$ cat config.mk
export PLATFORM = sky130hd
export DESIGN_NAME = vga_cfg_regfile_flat
export DESIGN_NICKNAME = d
export VERILOG_FILES = /design/src/rtl/vga_cfg_pkg.sv /design/src/rtl/vga_cfg_regfile_if.sv /design/src/rtl/vga_cfg_mode_table.sv /design/src/rtl/vga_cfg_regfile.sv /design/src/flat_wrapper.sv
export SDC_FILE = /design/constraint.sdc
export NUM_CORES = 1
export LEC_CHECK = 0
export BUFFER_PORTS_ARGS = -buffer_cell sky130_fd_sc_hd__buf_2
export CORE_MARGIN = 2
export CORE_UTILIZATION = 30
export CTS_CLUSTER_DIAMETER = 60
export DETAILED_ROUTE_END_ITERATION = 7
export GPL_TIMING_DRIVEN = 0
export HOLD_SLACK_MARGIN = 0.02
export PLACE_DENSITY = 0.49
export SLEW_MARGIN = 25
export SYNTH_ARGS = -nofsm -noshare
export SYNTH_HDL_FRONTEND = slang
export SYNTH_SLANG_ARGS = --single-unit
$ cat constraint.sdc
create_clock -name clk -period 5.6 [get_ports clk]
set_input_delay 0.56 -clock clk [delete_from_list [all_inputs] [get_ports clk]]
set_output_delay 0.56 -clock clk [all_outputs]
set_load 0.05 [all_outputs]
$ cat src/rtl/vga_cfg_pkg.sv
// Shared constants and types for the VGA configuration register file:
// register map, bit positions, 640x480@60 defaults and the timing-set layout.
package vga_cfg_pkg;

    localparam int TIM_HW = 12;
    localparam int TIM_VW = 11;

    localparam logic [31:0] OFF_CTRL      = 32'h0000_0000;
    localparam logic [31:0] OFF_BASE      = 32'h0000_0004;
    localparam logic [31:0] OFF_SIZE      = 32'h0000_0008;
    localparam logic [31:0] OFF_STATUS    = 32'h0000_000C;
    localparam logic [31:0] OFF_IRQ_EN    = 32'h0000_0010;
    localparam logic [31:0] OFF_COMMIT    = 32'h0000_0014;
    localparam logic [31:0] OFF_MODE_BASE = 32'h0000_0100;
    localparam int          MODE_STRIDE   = 16;

    localparam int CTRL_SELF_TEST = 0;
    localparam int CTRL_SYNC_EN   = 1;
    localparam int CTRL_MODE_LSB  = 8;
    localparam int STAT_PENDING   = 0;
    localparam int STAT_APPLIED   = 1;

    localparam int DEF_HSYNC_END   = 799;
    localparam int DEF_HPULSE_END  = 95;
    localparam int DEF_HDATA_BEGIN = 143;
    localparam int DEF_HDATA_END   = 783;
    localparam int DEF_VSYNC_END   = 524;
    localparam int DEF_VPULSE_END  = 1;
    localparam int DEF_VDATA_BEGIN = 34;
    localparam int DEF_VDATA_END   = 514;

    localparam logic [31:0] DEF_H0 = {16'(DEF_HPULSE_END), 16'(DEF_HSYNC_END)};
    localparam logic [31:0] DEF_H1 = {16'(DEF_HDATA_END),  16'(DEF_HDATA_BEGIN)};
    localparam logic [31:0] DEF_V0 = {16'(DEF_VPULSE_END), 16'(DEF_VSYNC_END)};
    localparam logic [31:0] DEF_V1 = {16'(DEF_VDATA_END),  16'(DEF_VDATA_BEGIN)};

    typedef struct packed {
        logic [TIM_HW-1:0] hsync_end;
        logic [TIM_HW-1:0] hpulse_end;
        logic [TIM_HW-1:0] hdata_begin;
        logic [TIM_HW-1:0] hdata_end;
        logic [TIM_VW-1:0] vsync_end;
        logic [TIM_VW-1:0] vpulse_end;
        logic [TIM_VW-1:0] vdata_begin;
        logic [TIM_VW-1:0] vdata_end;
    } timing_t;

    localparam timing_t DEF_TIMING = '{
        hsync_end:   TIM_HW'(DEF_HSYNC_END),
        hpulse_end:  TIM_HW'(DEF_HPULSE_END),
        hdata_begin: TIM_HW'(DEF_HDATA_BEGIN),
        hdata_end:   TIM_HW'(DEF_HDATA_END),
        vsync_end:   TIM_VW'(DEF_VSYNC_END),
        vpulse_end:  TIM_VW'(DEF_VPULSE_END),
        vdata_begin: TIM_VW'(DEF_VDATA_BEGIN),
        vdata_end:   TIM_VW'(DEF_VDATA_END)
    };

    typedef enum logic [1:0] {ST_IDLE, ST_WAIT, ST_ACK} apb_state_t;

endpackage

$ cat src/rtl/vga_cfg_regfile_if.sv
// APB slave bundle for the VGA configuration register file.
interface vga_cfg_regfile_if #(
    parameter int ADDR_WIDTH = 32,
    parameter int DATA_WIDTH = 32
);
    logic [ADDR_WIDTH-1:0] paddr_i;
    logic [DATA_WIDTH-1:0] pwdata_i;
    logic                  psel_i;
    logic                  penable_i;
    logic                  pwrite_i;
    logic                  pready_o;
    logic [DATA_WIDTH-1:0] prdata_o;
    logic                  pslverr_o;

    modport master (
        output paddr_i, pwdata_i, psel_i, penable_i, pwrite_i,
        input  pready_o, prdata_o, pslverr_o
    );

    modport slave (
        input  paddr_i, pwdata_i, psel_i, penable_i, pwrite_i,
        output pready_o, prdata_o, pslverr_o
    );
endinterface

$ cat src/rtl/vga_cfg_mode_table.sv
// Staged timing preset storage: NUM_MODES x 4 words, APB read port and a
// mode_sel-indexed timing set feeding the active shadows.
module vga_cfg_mode_table
    import vga_cfg_pkg::*;
#(
    parameter int NUM_MODES = 4,
    localparam int MODE_W = $clog2(NUM_MODES)
) (
    input  logic              clk,
    input  logic              resetn,
    input  logic              wr_en,
    input  logic [MODE_W-1:0] wr_mode,
    input  logic [1:0]        wr_word,
    input  logic [31:0]       wr_data,
    input  logic [MODE_W-1:0] rd_mode,
    input  logic [1:0]        rd_word,
    output logic [31:0]       rd_data,
    input  logic [MODE_W-1:0] sel_mode,
    output timing_t           sel_set
);

    localparam logic [15:0] H_MASK = 16'((32'd1 << TIM_HW) - 1);
    localparam logic [15:0] V_MASK = 16'((32'd1 << TIM_VW) - 1);

    logic [31:0] mem [NUM_MODES][4];

    // Words 0/1 hold horizontal pairs, words 2/3 vertical pairs.
    function automatic logic [31:0] word_mask(input logic [1:0] w);
        return w[1] ? {V_MASK, V_MASK} : {H_MASK, H_MASK};
    endfunction

    always_ff @(posedge clk or negedge resetn) begin
        if (!resetn) begin
            for (int m = 0; m < NUM_MODES; m++) begin
                mem[m][0] <= DEF_H0;
                mem[m][1] <= DEF_H1;
                mem[m][2] <= DEF_V0;
                mem[m][3] <= DEF_V1;
            end
        end else if (wr_en) begin
            mem[wr_mode][wr_word] <= wr_data & word_mask(wr_word);
        end
    end

    assign rd_data = mem[rd_mode][rd_word];

    always_comb begin
        sel_set             = DEF_TIMING;
        sel_set.hsync_end   = mem[sel_mode][0][TIM_HW-1:0];
        sel_set.hpulse_end  = mem[sel_mode][0][16 +: TIM_HW];
        sel_set.hdata_begin = mem[sel_mode][1][TIM_HW-1:0];
        sel_set.hdata_end   = mem[sel_mode][1][16 +: TIM_HW];
        sel_set.vsync_end   = mem[sel_mode][2][TIM_VW-1:0];
        sel_set.vpulse_end  = mem[sel_mode][2][16 +: TIM_VW];
        sel_set.vdata_begin = mem[sel_mode][3][TIM_VW-1:0];
        sel_set.vdata_end   = mem[sel_mode][3][16 +: TIM_VW];
    end

endmodule

$ cat src/rtl/vga_cfg_regfile.sv
// APB configuration register file for the VGA pipeline; staged settings are
// copied into active shadows at a frame boundary or immediately on async commit.
module vga_cfg_regfile
    import vga_cfg_pkg::*;
#(
    parameter int DATA_WIDTH = 32,
    parameter int ADDR_WIDTH = 32,
    parameter int NUM_MODES  = 4,
    parameter int HW         = TIM_HW,
    parameter int VW         = TIM_VW,
    localparam int MODE_W    = $clog2(NUM_MODES)
) (
    input  logic                  clk,
    input  logic                  resetn,
    vga_cfg_regfile_if.slave      apb,
    input  logic                  frame_start_i,
    output logic [HW-1:0]         hsync_end_o,
    output logic [HW-1:0]         hpulse_end_o,
    output logic [HW-1:0]         hdata_begin_o,
    output logic [HW-1:0]         hdata_end_o,
    output logic [VW-1:0]         vsync_end_o,
    output logic [VW-1:0]         vpulse_end_o,
    output logic [VW-1:0]         vdata_begin_o,
    output logic [VW-1:0]         vdata_end_o,
    output logic [ADDR_WIDTH-1:0] base_addr_o,
    output logic [ADDR_WIDTH-1:0] top_addr_o,
    output logic                  self_test_o,
    output logic                  irq_o
);

    localparam logic [ADDR_WIDTH-1:0] MODE_LO = ADDR_WIDTH'(OFF_MODE_BASE);
    localparam logic [ADDR_WIDTH-1:0] MODE_HI = ADDR_WIDTH'(OFF_MODE_BASE + 32'(MODE_STRIDE * NUM_MODES));

    apb_state_t state;
    logic [ADDR_WIDTH-1:0] addr;
    logic hit_ctrl, hit_base, hit_size, hit_status, hit_irq_en, hit_commit, hit_mode, dec_err;
    logic [MODE_W-1:0] mode_idx;
    logic [DATA_WIDTH-1:0] rd_word, ctrl_word, mode_rd;
    logic wr_fire, commit_wr, commit_sync, apply_sync, apply, async_req;
    logic ctrl_self_test, ctrl_sync_en, pending, applied, irq_en;
    logic [MODE_W-1:0] ctrl_mode_sel;
    logic [ADDR_WIDTH-1:0] base, size;
    timing_t sel_set, act_tim_p0, out_tim_p1;
    logic [ADDR_WIDTH-1:0] act_base_p0, act_size_p0;
    logic act_self_test_p0;

    assign addr       = apb.paddr_i;
    assign hit_ctrl   = (addr == ADDR_WIDTH'(OFF_CTRL));
    assign hit_base   = (addr == ADDR_WIDTH'(OFF_BASE));
    assign hit_size   = (addr == ADDR_WIDTH'(OFF_SIZE));
    assign hit_status = (addr == ADDR_WIDTH'(OFF_STATUS));
    assign hit_irq_en = (addr == ADDR_WIDTH'(OFF_IRQ_EN));
    assign hit_commit = (addr == ADDR_WIDTH'(OFF_COMMIT));
    assign hit_mode   = (addr >= MODE_LO) && (addr < MODE_HI);
    assign dec_err    = (addr[1:0] != 2'b00) ||
                        !(hit_ctrl || hit_base || hit_size || hit_status ||
                          hit_irq_en || hit_commit || hit_mode);
    // The mode region starts on a 16-byte boundary, so the index is a narrow subtract.
    assign mode_idx   = addr[4 +: MODE_W] - MODE_W'(OFF_MODE_BASE >> 4);

    always_comb begin
        ctrl_word                          = '0;
        ctrl_word[CTRL_SELF_TEST]          = ctrl_self_test;
        ctrl_word[CTRL_SYNC_EN]            = ctrl_sync_en;
        ctrl_word[CTRL_MODE_LSB +: MODE_W] = ctrl_mode_sel;
    end

    always_comb begin
        rd_word = '0;
        if (!dec_err) begin
            if (hit_ctrl)        rd_word = ctrl_word;
            else if (hit_base)   rd_word = DATA_WIDTH'(base);
            else if (hit_size)   rd_word = DATA_WIDTH'(size);
            else if (hit_status) rd_word = DATA_WIDTH'({applied, pending});
            else if (hit_irq_en) rd_word = DATA_WIDTH'(irq_en);
            else if (hit_mode)   rd_word = mode_rd;
        end
    end

    // APB: setup in IDLE, first access cycle in WAIT, completion in ACK.
    always_ff @(posedge clk or negedge resetn) begin
        if (!resetn) begin
            state         <= ST_IDLE;
            apb.pready_o  <= 1'b0;
            apb.prdata_o  <= '0;
            apb.pslverr_o <= 1'b0;
        end else begin
            case (state)
                ST_IDLE: begin
                    apb.pready_o  <= 1'b0;
                    apb.prdata_o  <= '0;
                    apb.pslverr_o <= 1'b0;
                    if (apb.psel_i && !apb.penable_i) state <= ST_WAIT;
                end
                ST_WAIT: begin
                    if (apb.psel_i && apb.penable_i) begin
                        state         <= ST_ACK;
                        apb.pready_o  <= 1'b1;
                        apb.prdata_o  <= rd_word;
                        apb.pslverr_o <= dec_err;
                    end else if (!apb.psel_i) begin
                        state <= ST_IDLE;
                    end
                end
                ST_ACK: begin
                    state         <= ST_IDLE;
                    apb.pready_o  <= 1'b0;
                    apb.prdata_o  <= '0;
                    apb.pslverr_o <= 1'b0;
                end
                default: state <= ST_IDLE;
            endcase
        end
    end

    assign wr_fire     = (state == ST_ACK) && apb.psel_i && apb.penable_i && apb.pwrite_i && !dec_err;
    assign commit_wr   = wr_fire && hit_commit && apb.pwdata_i[0];
    assign commit_sync = commit_wr && ctrl_sync_en;
    // A commit landing on a frame pulse re-arms pending instead of applying.
    assign apply_sync  = frame_start_i && pending && !commit_sync;
    assign apply       = apply_sync || async_req;

    always_ff @(posedge clk or negedge resetn) begin
        if (!resetn) begin
            ctrl_self_test <= 1'b0;
            ctrl_sync_en   <= 1'b0;
            ctrl_mode_sel  <= '0;
            base           <= '0;
            size           <= '0;
            irq_en         <= 1'b0;
            pending        <= 1'b0;
            applied        <= 1'b0;
            async_req      <= 1'b0;
        end else begin
            if (wr_fire && hit_ctrl) begin
                ctrl_self_test <= apb.pwdata_i[CTRL_SELF_TEST];
                ctrl_sync_en   <= apb.pwdata_i[CTRL_SYNC_EN];
                ctrl_mode_sel  <= apb.pwdata_i[CTRL_MODE_LSB +: MODE_W];
            end
            if (wr_fire && hit_base)   base   <= apb.pwdata_i[ADDR_WIDTH-1:0];
            if (wr_fire && hit_size)   size   <= apb.pwdata_i[ADDR_WIDTH-1:0];
            if (wr_fire && hit_irq_en) irq_en <= apb.pwdata_i[0];
            async_req <= commit_wr && !ctrl_sync_en;
            if (commit_sync)  pending <= 1'b1;
            else if (apply)   pending <= 1'b0;
            if (apply)        applied <= 1'b1;
            else if (wr_fire && hit_status && apb.pwdata_i[STAT_APPLIED]) applied <= 1'b0;
        end
    end

    vga_cfg_mode_table #(.NUM_MODES(NUM_MODES)) u_mode_table (
        .clk      (clk),
        .resetn   (resetn),
        .wr_en    (wr_fire && hit_mode),
        .wr_mode  (mode_idx),
        .wr_word  (addr[3:2]),
        .wr_data  (apb.pwdata_i),
        .rd_mode  (mode_idx),
        .rd_word  (addr[3:2]),
        .rd_data  (mode_rd),
        .sel_mode (ctrl_mode_sel),
        .sel_set  (sel_set)
    );

    // p0: active shadows captured on apply; p1: registered outputs.
    always_ff @(posedge clk or negedge resetn) begin
        if (!resetn) begin
            act_tim_p0       <= DEF_TIMING;
            act_base_p0      <= '0;
            act_size_p0      <= '0;
            act_self_test_p0 <= 1'b0;
            out_tim_p1       <= DEF_TIMING;
            base_addr_o      <= '0;
            top_addr_o       <= '0;
            self_test_o      <= 1'b0;
        end else begin
            if (apply) begin
                act_tim_p0       <= sel_set;
                act_base_p0      <= base;
                act_size_p0      <= size;
                act_self_test_p0 <= ctrl_self_test;
            end
            out_tim_p1  <= act_tim_p0;
            base_addr_o <= act_base_p0;
            top_addr_o  <= act_base_p0 + act_size_p0;
            self_test_o <= act_self_test_p0;
        end
    end

    assign hsync_end_o   = HW'(out_tim_p1.hsync_end);
    assign hpulse_end_o  = HW'(out_tim_p1.hpulse_end);
    assign hdata_begin_o = HW'(out_tim_p1.hdata_begin);
    assign hdata_end_o   = HW'(out_tim_p1.hdata_end);
    assign vsync_end_o   = VW'(out_tim_p1.vsync_end);
    assign vpulse_end_o  = VW'(out_tim_p1.vpulse_end);
    assign vdata_begin_o = VW'(out_tim_p1.vdata_begin);
    assign vdata_end_o   = VW'(out_tim_p1.vdata_end);
    assign irq_o         = applied & irq_en;

endmodule

$ cat src/flat_wrapper.sv
// flat-port wrapper written by rule: the top's interface ports become plain ports
module vga_cfg_regfile_flat import vga_cfg_pkg::*;
#(
    parameter int DATA_WIDTH = 32,
    parameter int ADDR_WIDTH = 32,
    parameter int NUM_MODES  = 4,
    parameter int HW         = TIM_HW,
    parameter int VW         = TIM_VW,
    localparam int MODE_W    = $clog2(NUM_MODES)
)
  (clk, resetn, frame_start_i, hsync_end_o, hpulse_end_o, hdata_begin_o, hdata_end_o, vsync_end_o, vpulse_end_o, vdata_begin_o, vdata_end_o, base_addr_o, top_addr_o, self_test_o, irq_o, apb_paddr_i, apb_pwdata_i, apb_psel_i, apb_penable_i, apb_pwrite_i, apb_pready_o, apb_prdata_o, apb_pslverr_o);
  vga_cfg_regfile_if #(.ADDR_WIDTH(ADDR_WIDTH), .DATA_WIDTH(DATA_WIDTH)) apb_i ();
  input  logic clk;
  input  logic resetn;
  input  logic frame_start_i;
  output logic [HW-1:0] hsync_end_o;
  output logic [HW-1:0] hpulse_end_o;
  output logic [HW-1:0] hdata_begin_o;
  output logic [HW-1:0] hdata_end_o;
  output logic [VW-1:0] vsync_end_o;
  output logic [VW-1:0] vpulse_end_o;
  output logic [VW-1:0] vdata_begin_o;
  output logic [VW-1:0] vdata_end_o;
  output logic [ADDR_WIDTH-1:0] base_addr_o;
  output logic [ADDR_WIDTH-1:0] top_addr_o;
  output logic self_test_o;
  output logic irq_o;
  input wire logic [$bits(apb_i.paddr_i)-1:0] apb_paddr_i;
  input wire logic [$bits(apb_i.pwdata_i)-1:0] apb_pwdata_i;
  input wire logic [$bits(apb_i.psel_i)-1:0] apb_psel_i;
  input wire logic [$bits(apb_i.penable_i)-1:0] apb_penable_i;
  input wire logic [$bits(apb_i.pwrite_i)-1:0] apb_pwrite_i;
  output wire logic [$bits(apb_i.pready_o)-1:0] apb_pready_o;
  output wire logic [$bits(apb_i.prdata_o)-1:0] apb_prdata_o;
  output wire logic [$bits(apb_i.pslverr_o)-1:0] apb_pslverr_o;
  assign apb_i.paddr_i = apb_paddr_i;
  assign apb_i.pwdata_i = apb_pwdata_i;
  assign apb_i.psel_i = apb_psel_i;
  assign apb_i.penable_i = apb_penable_i;
  assign apb_i.pwrite_i = apb_pwrite_i;
  assign apb_pready_o = apb_i.pready_o;
  assign apb_prdata_o = apb_i.prdata_o;
  assign apb_pslverr_o = apb_i.pslverr_o;
  vga_cfg_regfile #(.DATA_WIDTH(DATA_WIDTH), .ADDR_WIDTH(ADDR_WIDTH), .NUM_MODES(NUM_MODES), .HW(HW), .VW(VW)) u_core (.clk(clk), .resetn(resetn), .apb(apb_i), .frame_start_i(frame_start_i), .hsync_end_o(hsync_end_o), .hpulse_end_o(hpulse_end_o), .hdata_begin_o(hdata_begin_o), .hdata_end_o(hdata_end_o), .vsync_end_o(vsync_end_o), .vpulse_end_o(vpulse_end_o), .vdata_begin_o(vdata_begin_o), .vdata_end_o(vdata_end_o), .base_addr_o(base_addr_o), .top_addr_o(top_addr_o), .self_test_o(self_test_o), .irq_o(irq_o));
endmodule
# ---- Word-level counts from Yosys, hierarchy flattened
# Index checks and enable logic that the tools add are counted.
dict set report totals {
  in_bits 70
  out_inout_bits 192
  ff_bits 934
}
dict set report classes {
  n_lt_le_gt_ge 7
  n_mux 36
  bitwise 5
  n_eq_ne 10
  n_reduce_logical 44
  add_sub_neg 1
}
# operator n
set op_table {}
lappend op_table {{binary-select mux 128 bit (select 2 bit)} 2}
lappend op_table {{bitwise mux 512 bit} 1}
lappend op_table {{two-way mux 128 bit} 3}
lappend op_table {{two-way mux 32 bit} 11}
lappend op_table {{demux 128 bit (select 2 bit)} 1}
lappend op_table {{two-way mux 124 bit} 2}
lappend op_table {{binary-select mux 32 bit (select 2 bit)} 1}
lappend op_table {{demux 32 bit (select 2 bit)} 1}
lappend op_table {{equality test 32 x 4 -> 1 bit (second input constant)} 2}
lappend op_table {{equality test 32 x 5 -> 1 bit (second input constant)} 2}
lappend op_table {{case mux 32 bit (2 select lines)} 1}
lappend op_table {{adder 32 bit} 1}
lappend op_table {{AND 32 x 28 -> 32 bit} 1}
lappend op_table {{equality test 32 x 3 -> 1 bit (second input constant)} 1}
lappend op_table {{>= comparator 32 x 9 -> 1 bit (second input constant)} 1}
lappend op_table {{logical NOT 32 bit} 1}
lappend op_table {{< comparator 32 x 9 -> 1 bit (second input constant)} 1}
lappend op_table {{two-way mux 28 bit} 1}
lappend op_table {{logical AND 1 bit} 22}
lappend op_table {{>= comparator 3 bit (second input constant)} 3}
lappend op_table {{inverter 2 -> 3 bit} 3}
lappend op_table {{logical OR 1 bit} 8}
lappend op_table {{nonzero test 2 bit} 4}
lappend op_table {{< comparator 3 x 1 -> 1 bit (second input constant)} 2}
lappend op_table {{other kinds (13)} 27}

# ---- Logic depth before layout (Yosys ltp)
# Gate-level depths: netlist (run 1).
dict set report logic_depth {
  word_depth 19
  depth_mapped 11
  mapped_depth_nobuf 11
}

# ---- Hierarchy
# A second synthesis (run 1) with hierarchy kept.
dict set report unflattened {
  hier_cells 2254
  area_unflattened_um2 35436.5
}
# mod instances seq_area_each_um2 cells_per_inst area_per_inst_um2
set modules_own_cells {}
lappend modules_own_cells {vga_cfg_mode_table 1 9769.4 1180 19434.9}
lappend modules_own_cells {vga_cfg_regfile 1 10640.2 1074 16001.6}

# ---- Worst setup path after synthesis (run 1)
# No wires, ideal clock.
dict set report synth_timing {
  kind {input to register}
  startpoint {input apb_paddr_i[4]}
  endpoint {register u_core.apb.prdata_o[0]}
  path_slack_ns 2.688
  path_stages 8
  arrival_ns 2.791
  required_ns 5.479
  path_cell_list {clkbuf_1 clkbuf_1 buf_2 mux4_2 mux4_2 a211oi_1 o32ai_1 a22o_1}
}
dict set report synth_via {
  elab_chain_cells 16
  elab_cells_between_ends 33
}
# item line
set synth_rtl {}
lappend synth_rtl {{start: declaration} flat_wrapper.sv:28} ;# input wire logic [$bits(apb_i.paddr_i)-1:0] apb_paddr_i;
lappend synth_rtl {{parallel branches: the longest is 13 deep, another holds >= comparator 32 x 9 -> 1 bit} -}
lappend synth_rtl {{two-way mux 32 bit (*)} vga_cfg_regfile.sv:70} ;# if (!dec_err) begin
lappend synth_rtl {{two-way mux 32 bit (*)} vga_cfg_regfile.sv:96} ;# if (apb.psel_i && apb.penable_i) begin
lappend synth_rtl {{case mux 32 bit (2 select lines) (*)} vga_cfg_regfile.sv:88} ;# case (state)
lappend synth_rtl {{end signal: assignment} vga_cfg_regfile.sv:99} ;# apb.prdata_o <= rd_word;
lappend synth_rtl {{end: declaration} vga_cfg_regfile_if.sv:22} ;# output pready_o, prdata_o, pslverr_o
# Mark *: on every way between the ends. The select of a mux whose other input is x is not followed.
# A chain may end at the register's enable or synchronous reset.

# ---- Worst setup path after layout (run 1)
dict set report layout_timing {
  startpoint {input apb_paddr_i[12]}
  endpoint {register u_core.u_mode_table.mem[106] (netlist bit)}
}
dict set report layout_via {
  elab_chain_cells 12
  elab_cells_between_ends 20
}
# item line
set layout_rtl {}
lappend layout_rtl {{parallel branches: the longest is 11 deep, another holds >= comparator 32 x 9 -> 1 bit} -}
lappend layout_rtl {{logical AND 1 bit (*)} vga_cfg_regfile.sv:154} ;# .wr_en (wr_fire && hit_mode),
lappend layout_rtl {{end signal: indexed assignment} vga_cfg_mode_table.sv:41} ;# mem[wr_mode][wr_word] <= wr_data & word_mask(wr_word);
lappend layout_rtl {{end: declaration} vga_cfg_mode_table.sv:25} ;# logic [31:0] mem [NUM_MODES][4];
# Mark *: on every way between the ends.

==> flow_summary_export.csv, run 1 <==
group,metric,value,unit
synth,seq_area_frac_synth,0.577,
sta,setup_viol,0,
worst_setup_path,crit_arrival,4.69,ns
synth,ys_ff_latch,806,
placed_design,place_hpwl,82.9,mm
worst_setup_path,cp_max_fo,10,
clock_network,hold_buffers,1,
worst_setup_path,crit_slowest_cell,"nand3_1",
min_path,hp-class,"input pin to flop",
min_path,min_from,"apb_penable_i",
final_layout,regArea,20400,µm²
sta,maxSlewHeadroom,0.248,
sta,rsz0062_at_grt,"false",
synth,avgSynthCellArea,16.0,µm²
global_routing,grt_overflow,0,
worst_setup_path,start_kind,"input pin",
clock_network,clk_pin_slew,0.06,ns
placed_design,dpl_cell_area,38800,µm²
power,p_leak,20.0,nW
die,die_w,348,µm
die,row_count,126,
power,max-vdd-ir-drop,0.000240,V
detailed_routing,vias_per_cell,5.15,
synth,yosysMostFrequentCell,"dfrtp_1",
detailed_routing,routed_wl,116,mm
detailed_routing,first_pass_iters,5,
worst_setup_path,critPathKind,"input pin to flop",
placed_design,gp_congestion,0.866,
sta,finalMaxSlewViolations,0,
synth,syn-cell-area,35400,µm²
synth,synth.area.top_cells,"dfrtp_1 (43%), mux2_2 (15%), dfstp_2 (14%)",
die,die_area,121000,µm²
sta,fin_crit_sh,0.741,
detailed_routing,vias,21566,
die,initial_core_util,0.301,
synth,yosysTopAreaCellShare,0.434,
global_routing,track_usage,0.190,
detailed_routing,wire_per_inst,27.6,µm
worst_setup_path,required,6.15,ns
global_routing,grt_pass1_vias,23343,
sta,finClkSkew,0.0265,ns
die,die_y,348,µm
worst_setup_path,path_cells,"buf_2, nor4_1, nand3_1, nor4_4, nand4_1, nor3_2, nand3_1, clkbuf_1, mux2_2",
synth,async_flop_share,1.00,
worst_setup_path,cp-startpoint,"apb_paddr_i[12]",
global_routing,antenna_found_initial,19,
detailed_routing,final_antenna_net_count,0,
synth,synth-edff-count,0,
final_layout,final_area,42100,µm²
status,status,"finished, final reports clean",
clock_network,clk_path_buf_depth,3,
synth,synth_fp_nets,2314,
die,ioPinCount,262,
clock_network,htree_levels,3,
final_layout,nFillCells,11174,
die,core,118000,µm²
run,cap_violations,0,
worst_setup_path,slowest_delay,0.69,ns
power,total_power,12.6,mW
clock_network,cts_root_buffer,"clkbuf_16",
synth,synth_commonest_cells,"dfrtp_1 (614), mux2_2 (458), mux4_2 (212)",
detailed_routing,drt_iter0_markers,1554,
clock_network,cts_setup_buffers,0,
final_layout,area_growth,18.9,%
power,p_per_area,300,nW/µm²
synth,synth_cell_types,67,
sta,finalHoldViolCount,0,
global_routing,grt_first_pass_wirelength,167,mm
sta,worstMarginPinSlew,1.13,ns
clock_network,clock_latency,0.67,ns
worst_setup_path,cp_common_cell,"nand3_1",
sta,max_freq,241,MHz
worst_setup_path,reg2reg_from,"u_core.state[0]$_DFFE_PN0P_",
worst_setup_path,worst_setup_path_end_kind,"flop",
sta,min_period,4.15,ns
final_layout,drive_gt1_frac,0.513,
synth,synth_area_leader_cell,"dfrtp_1",
final_layout,multi_input_area,14200,µm²
clock_network,cts.sinks,806,
synth,yosys_warnings,0,
clock_network,cts_buffers,94,
synth,synth_flop_cell,"dfrtp_1",
final_layout,nets,2674,
detailed_routing,drcViolationCount,0,
placed_design,port_buffers,257,
clock_network,cts_resized,0,
global_routing,grt_max_degree,134,
clock_network,tritoncts,"done",
synth,syn_inst,2212,
[final timing paths]
path                       depth (start not counted)                                  endpoint  slack, ns
max reg2reg                                        6  u_core.u_mode_table.mem[106]$_DFFE_PN0P_       2.09
max                                                9  u_core.u_mode_table.mem[106]$_DFFE_PN0P_       1.45
min reg2reg                                        0           u_core.vdata_end_o[9]$_DFF_PN1_       0.36
min                                                2               u_core.state[0]$_DFFE_PN0P_       0.09
max in group asynchronous                          5         u_core.act_tim_p0[17]$_DFFE_PN0P_       2.94
min in group asynchronous                          2          u_core.base_addr_o[29]$_DFF_PN0_       0.45
[stage by stage]
| stage | worst slack (ns) | util | setup TNS, ns | cells | hold WS [ns] |
|---|---|---|---|---|---|
| floorplan | 2.69 | - | 0 | 2212 | 0.264 |
| global placement | -12.55 | 0.328 | -8987.55 | 4005 | 0.356 |
| detailed placement | 0.942 | 0.330 | 0 | 4011 | 0.356 |
| CTS | 1.66 | 0.358 | 0 | 4185 | 0.0501 |
| global route | 1.42 | 0.358 | 0 | 4185 | 0.0778 |
| finish | 1.45 | 0.358 | 0 | 4188 | 0.0946 |
[sequential cells by signal (all words and copies together), names as in the netlist, 2 cells and up]
signal / count
u_core.hpulse_end_o: 12
u_core.u_mode_table.mem: 384
u_core.act_tim_p0: 92
u_core.ctrl_mode_sel: 2
u_core.base_addr_o: 32
u_core.act_size_p0: 32
u_core.size: 32
u_core.apb.prdata_o: 32
u_core.vdata_end_o: 11
u_core.vdata_begin_o: 11
u_core.act_base_p0: 32
u_core.state: 2
u_core.top_addr_o: 32
u_core.hdata_end_o: 12
u_core.vsync_end_o: 11
u_core.hdata_begin_o: 12
u_core.hsync_end_o: 12
u_core.base: 32
u_core.vpulse_end_o: 11
[metal layers]
metal	global-route usage	part of all wire	up-vias
li1	-	-	9062
met1	0.254	0.43	11658
met2	0.311	0.48	672
met3	0.0414	0.063	158
met4	0.0573	0.026	16
met5	0	0.00072	-
[cell families (layout without fill, tap and decap cells)]
group,after synthesis,count (layout),synth area share
other,0,3,0
AO/OA/AOI/OAI,177,177,0.0329
adder cells (fa/ha/maj),32,32,0.0115
flip-flops,806,806,0.577
AND/OR/NAND/NOR,210,210,0.0315
XOR/XNOR,25,25,0.00619
multiplexers,794,794,0.320
buffers and inverters,168,605,0.0214
[layout make-up]
| type | instances | area share |
|---|---|---|
| inverters | 14 | 0.00125 |
| plain buffers | 154 | 0.0174 |
| clock buffers | 121 | 0.0622 |
| repair buffers | 264 | 0.0351 |
| well taps | 1536 | 0.0457 |
| clock inverters | 52 | 0.0151 |
| flip-flops and latches | 806 | 0.485 |
| multi-input cells | 1238 | 0.338 |
| diodes | 3 | 0.000178 |
[layout by cell type (no fill, tap or decap), types with 10 or more instances in the layout]
cell / instances
o21ai_0: 63
xnor2_1: 18
buf_2: 279
a222oi_1: 19
clkbuf_8: 10
dfstp_2: 192
clkinvlp_4: 10
nor2_1: 32
dfrtp_1: 614
clkbuf_2: 20
clkinv_2: 17
ha_1: 31
mux4_2: 212
mux2_2: 458
nand2_1: 74
clkbuf_16: 97
clkbuf_1: 96
nand3_1: 18
buf_6: 13
a21oi_1: 32
buf_1: 15
and2_1: 19
bufinv_16: 11
inv_1: 14
mux2_1: 122
[where the power goes]
group | total, mW | switching, mW | internal, mW
Combinational | 0.373 | 0.292 | 0.0811
Sequential | 5.84 | 0.00140 | 5.83
Clock | 6.42 | 2.59 | 3.84
[worst max-delay path, delay by kind of cell]
kind / cells / cell delay (ns)
and+or+nand+nor: 6 / 2.92
muxes: 1 / 0.44
buffers and inverters: 2 / 0.75
(Power assumes the default switching activity.)
==> run 2, diff against run 1 <==
--- a/config.mk
+++ b/config.mk
@@ -12,7 +12,7 @@
 export DETAILED_ROUTE_END_ITERATION = 7
 export GPL_TIMING_DRIVEN = 0
 export HOLD_SLACK_MARGIN = 0.02
-export PLACE_DENSITY = 0.49
+export PLACE_DENSITY = 0.5
 export SLEW_MARGIN = 25
 export SYNTH_ARGS = -nofsm -noshare
 export SYNTH_HDL_FRONTEND = slang
==> constraint.sdc (replaced) <==
create_clock -name clk -period 3.7 [get_ports clk]
set_input_delay 0.37 -clock clk [delete_from_list [all_inputs] [get_ports clk]]
set_output_delay 0.37 -clock clk [all_outputs]
set_load 0.05 [all_outputs]
==> flow_summary_export.csv, run 2 (synthesis results as in run 1) <==
group,metric,value,unit
clock_network,clk_pin_slew,0.07,ns
sta,finalHoldViolCount,0,
detailed_routing,vias_per_cell,5.18,
sta,rsz0062_at_grt,"false",
global_routing,grt_first_pass_wirelength,167,mm
detailed_routing,final_antenna_net_count,0,
global_routing,antenna_found_initial,14,
detailed_routing,first_pass_iters,5,
clock_network,htree_levels,3,
placed_design,dp.cells,4012,
die,core,118000,µm²
worst_setup_path,crit_arrival,4.10,ns
final_layout,largest_reg_flops,384,
sta,finClkSkew,0.0291,ns
sta,worstMarginPinSlew,1.14,ns
worst_setup_path,start_kind,"flop",
sta,setup_ws,0.150,ns
final_layout,nets,2689,
sta,finalMaxSlewViolations,0,
final_layout,most-common-layout-cells,"dfrtp_1 (614), mux2_2 (458), buf_2 (279)",
final_layout,final_common_cell,"dfrtp_1",
status,status,"finished, final reports clean",
clock_network,tritoncts,"done",
clock_network,clk_path_buf_depth,3,
detailed_routing,vias,21812,
worst_setup_path,cp_max_fo,6,
final_layout,area_growth,20.2,%
placed_design,gp_congestion,0.897,
clock_network,cts_root_buffer,"clkbuf_16",
sta,maxSlewHeadroom,0.230,
global_routing,grt_pass1_vias,23519,
worst_setup_path,worst_setup_path_end_kind,"flop",
power,max-vdd-ir-drop,0.000304,V
final_layout,top_regs,"u_core.u_mode_table.mem (384), u_core.act_tim_p0 (92)",
clock_network,clock_latency,0.69,ns
final_layout,regArea,20400,µm²
worst_setup_path,rrSetupSlack,0.15,ns
final_layout,instances_no_fill,4210,
die,ioPinCount,262,
run,cap_violations,0,
placed_design,place_hpwl,82.8,mm
placed_design,port_buffers,257,
die,die_area,121000,µm²
detailed_routing,drt_iter0_markers,1576,
detailed_routing,wire_per_inst,27.5,µm
die,row_count,126,
sta,hold_ws,0.117,ns
die,die_w,348,µm
detailed_routing,routed_wl,116,mm
clock_network,cts_setup_buffers,0,
global_routing,track_usage,0.191,
power,p_per_area,470,nW/µm²
clock_network,hold_buffers,14,
sta,fin_crit_sh,0.960,
final_layout,multi_input_area,14200,µm²
final_layout,drive_gt1_frac,0.510,
die,initial_core_util,0.301,
power,p_leak,20.2,nW
final_layout,regMostFlops,"u_core.u_mode_table.mem",
sta,setup_viol,0,
final_layout,nFillCells,11069,
detailed_routing,drcViolationCount,0,
clock_network,cts.sinks,806,
clock_network,cts_buffers,95,
sta,max_freq,282,MHz
sta,min_period,3.55,ns
worst_setup_path,required,4.25,ns
die,die_y,348,µm
clock_network,cts_resized,0,
global_routing,grt_overflow,0,
placed_design,post-place-ws,-0.362,ns
worst_setup_path,critPathKind,"flop to flop",
global_routing,grt_max_degree,135,
min_path,hp-class,"input pin to flop",
[run 2: cell types whose count changed in the layout (fill, tap and decap cells not counted), moves of 2 or more]
cell and delta:
clkinv_1 +2, clkbuf_8 +3, clkinv_2 -2, bufinv_16 +12
clkbuf_2 -2, dlygate4sd3_1 +13, clkbuf_16 -2, clkinvlp_4 -5
[run 2: final timing paths]
path	startpoint	endpoint	cells after the start
max	u_core.act_size_p0[9]$_DFFE_PN0P_	u_core.top_addr_o[31]$_DFF_PN0_	9
min	apb_pwdata_i[17]	u_core.u_mode_table.mem[49]$_DFFE_PN0P_	2
max reg2reg	u_core.act_size_p0[9]$_DFFE_PN0P_	u_core.top_addr_o[31]$_DFF_PN0_	9
min reg2reg	u_core.act_tim_p0[63]$_DFFE_PN1P_	u_core.hdata_begin_o[7]$_DFF_PN1_	0
max in group asynchronous	resetn	u_core.act_tim_p0[20]$_DFFE_PN0P_	6
min in group asynchronous	resetn	u_core.base_addr_o[28]$_DFF_PN0_	2
[run 2: final cells by class]
type,instances,area share
diodes,4,0.000235
plain buffers,154,0.0172
clock buffers,120,0.0611
clock inverters,60,0.0228
inverters,14,0.00124
multi-input cells,1238,0.335
flip-flops and latches,806,0.480
well taps,1536,0.0452
repair buffers,278,0.0380
[run 2: per-stage QoR]
stage	area, µm²	total power, mW	setup TNS [ns]	util
final	42600	20.0	0	0.362
after global routing	42500	20.7	0	0.362
after CTS	42500	20.2	0	0.362
after detailed placement	38800	9.56	-27.06	0.330
after global placement	38600	9.52	-	0.328
after floorplan	35400	9.15	0	-
[run 2: routing by layer]
| layer | track usage | share of wire | vias to the layer above |
|---|---|---|---|
| met5 | 0 | 0.00066 | - |
| met4 | 0.0628 | 0.030 | 14 |
| met3 | 0.0378 | 0.061 | 195 |
| met2 | 0.313 | 0.48 | 747 |
| met1 | 0.253 | 0.43 | 11756 |
| li1 | - | - | 9100 |
[run 2: report_power, final]
part	total (mW)	switching [mW]	internal (mW)	leakage (nW)
sequential	8.83	0.00215	8.83	10.6
combinational	0.577	0.444	0.133	7.91
clock	10.6	3.95	6.63	1.74
[run 2: worst max-delay path: stages, from the launching register on]
cell and delay (ns):
dfrtp_1 0.40, ha_1 0.38, a21oi_1 0.26, a21oi_1 0.13, o311ai_0 0.97, a41oi_1 0.42
o211ai_1 0.34, o21ai_0 0.15, a21oi_1 0.19, xnor2_1 0.20
==> run 3, diff against run 2 <==
--- a/config.mk
+++ b/config.mk
@@ -6,13 +6,16 @@
 export NUM_CORES = 1
 export LEC_CHECK = 0
 export BUFFER_PORTS_ARGS = -buffer_cell sky130_fd_sc_hd__buf_2
+export CELL_PAD_IN_SITES_DETAIL_PLACEMENT = 1
+export CELL_PAD_IN_SITES_GLOBAL_PLACEMENT = 1
 export CORE_MARGIN = 2
 export CORE_UTILIZATION = 30
+export CTS_BUF_LIST = sky130_fd_sc_hd__clkbuf_2 sky130_fd_sc_hd__clkbuf_4 sky130_fd_sc_hd__clkbuf_8
 export CTS_CLUSTER_DIAMETER = 60
 export DETAILED_ROUTE_END_ITERATION = 7
 export GPL_TIMING_DRIVEN = 0
 export HOLD_SLACK_MARGIN = 0.02
-export PLACE_DENSITY = 0.5
+export PLACE_DENSITY = 0.56
 export SLEW_MARGIN = 25
 export SYNTH_ARGS = -nofsm -noshare
 export SYNTH_HDL_FRONTEND = slang
==> flow_summary_export.csv, run 3 (synthesis results as in run 1) <==
group,metric,value,unit
status,status,"finished, final reports clean",
clock_network,cts_root_buffer,"clkbuf_8",
power,comb_power_share,0.032,
placed_design,gp_congestion,0.871,
clock_network,cts.sinks,806,
clock_network,cts_buffers,145,
final_layout,largest_reg_flops,384,
placed_design,place_hpwl,85.3,mm
power,total_power,18.7,mW
global_routing,grt_max_degree,140,
final_layout,multi_input_area,14200,µm²
final_layout,nets,2763,
power,p_leak,20.3,nW
clock_network,htree_levels,4,
power,internal-power,14.4,mW
detailed_routing,first_pass_iters,6,
clock_network,tritoncts,"done",
placed_design,dp.cells,4012,
clock_network,cts_setup_buffers,0,
final_layout,regMostFlops,"u_core.u_mode_table.mem",
final_layout,area_growth,20.1,%
sta,tns,0,ns
sta,maxSlewHeadroom,0.239,
clock_network,clk_pin_slew,0.06,ns
sta,finClkSkew,0.0405,ns
placed_design,dpl_cell_area,38800,µm²
sta,min_period,3.42,ns
sta,finalMaxSlewViolations,0,
power,p_sw_frac,0.232,
worst_setup_path,required,4.38,ns
final_layout,final_common_cell,"dfrtp_1",
die,ioPinCount,262,
clock_network,clk_path_buf_depth,3,
power,max-vdd-ir-drop,0.000239,V
sta,worstMarginPinSlew,1.14,ns
power,p_per_area,441,nW/µm²
final_layout,final_area,42500,µm²
die,initial_core_util,0.301,
worst_setup_path,start_kind,"flop",
global_routing,antenna_found_initial,14,
die,die_y,348,µm
power,p_switching,4.35,mW
sta,max_freq,292,MHz
sta,finalHoldViolCount,0,
final_layout,instances_no_fill,4322,
detailed_routing,wire_per_inst,27.5,µm
detailed_routing,drt_iter0_markers,1322,
final_layout,drive_gt1_frac,0.528,
clock_network,clock_latency,0.82,ns
final_layout,post-route-util,0.362,
power,seqPwrFrac,0.471,
sta,setup_viol,0,
die,core,118000,µm²
detailed_routing,vias_per_cell,5.12,
worst_setup_path,cp_max_fo,10,
min_path,hp-class,"input pin to async pin",
detailed_routing,vias,22121,
final_layout,top_regs,"u_core.u_mode_table.mem (384), u_core.act_tim_p0 (92)",
worst_setup_path,critPathKind,"flop to flop",
final_layout,regArea,20400,µm²
die,row_count,126,
placed_design,port_buffers,257,
sta,rsz0062_at_grt,"false",
worst_setup_path,worst_setup_path_end_kind,"flop",
final_layout,nFillCells,12074,
die,die_area,121000,µm²
detailed_routing,final_antenna_net_count,0,
detailed_routing,routed_wl,119,mm
global_routing,grt_pass1_vias,24758,
global_routing,track_usage,0.197,
worst_setup_path,rr_worst_depth,6,
global_routing,grt_first_pass_wirelength,173,mm
worst_setup_path,crit_arrival,4.11,ns
sta,fin_crit_sh,0.925,
global_routing,grt_overflow,0,
final_layout,most-common-layout-cells,"dfrtp_1 (614), mux2_2 (458), buf_2 (279)",
run,cap_violations,0,
detailed_routing,drcViolationCount,0,
power,clock_power_share,0.496,
die,die_w,348,µm
==> run 3: cell count changes in the layout (fill, tap and decap cells not counted), moves of 4 or more <==
cell | before | now
inv_6 | 6 | 2
dlygate4sd3_1 | 14 | 37
clkbuf_8 | 13 | 182
clkbuf_16 | 95 | 0
clkbuf_1 | 96 | 84
bufinv_16 | 23 | 6
clkbuf_4 | 0 | 51
clkinv_4 | 5 | 0
==> run 3: routing by layer <==
metal	global-route usage	wire length (µm)	vias up
li1	-	-	9249
met1	0.253	50400	12059
met2	0.330	58400	633
met3	0.0460	6520	174
met4	0.0647	3340	6
met5	0	42	-
==> run 3: through the flow <==
stage,hold WS [ns],setup slack [ns]
2_1_floorplan,0.0744,0.978
3_3_place_gp,0.356,-14.30
3_5_place_dp,0.336,-0.475
4_1_cts,0.0620,0.221
5_1_grt,0.120,0.141
6_report,0.117,0.276
==> run 3: what timing repair did <==
item,CTS,global route
gates resized for setup,0,0
hold buffers,37,0
endpoints found under the hold margin,389,0
==> run 3: final cells by class <==
cell class	instances	share of cell area
Sequential cell	806	0.480
Multi-Input combinational cell	1238	0.335
Clock buffer	233	0.0679
Tap cell	1536	0.0452
Timing Repair Buffer	302	0.0439
Buffer	154	0.0172
Clock inverter	34	0.00953
Inverter	14	0.00124
Antenna cell	5	0.000294
==> run 3: power groups by stage <==
stage / Clock, mW / Sequential [mW] / Combinational, mW
finish: 9.30 / 8.84 / 0.600
global route: 10.0 / 8.83 / 0.658
CTS: 9.59 / 8.83 / 0.619
detailed placement: 0 / 8.98 / 0.586
global placement: 0 / 8.98 / 0.541
floorplan: 0 / 8.99 / 0.164
==> run 3: worst paths after layout <==
kind	from	to	slack [ns]
worst max-delay path	u_core.state[0]$_DFFE_PN0P_	u_core.u_mode_table.mem[87]$_DFFE_PN0P_	0.28
worst min-delay path	resetn	u_core.base_addr_o[30]$_DFF_PN0_	0.12
worst max register to register	u_core.state[0]$_DFFE_PN0P_	u_core.u_mode_table.mem[87]$_DFFE_PN0P_	0.28
min in group clk	apb_paddr_i[1]	u_core.apb.pslverr_o$_DFFE_PN0P_	0.17
max in group asynchronous	resetn	u_core.vdata_begin_o[8]$_DFF_PN0_	1.30
worst min register to register	u_core.act_tim_p0[53]$_DFFE_PN1P_	u_core.hdata_end_o[9]$_DFF_PN1_	0.34
==> run 3: critical path: stages (launching register included) <==
cell and delay (ns):
dfrtp_1 0.42, and4b_1 0.33, nand4_1 0.43, nor2_1 0.59, nand3_1 0.49, clkbuf_1 0.59
mux2_2 0.44
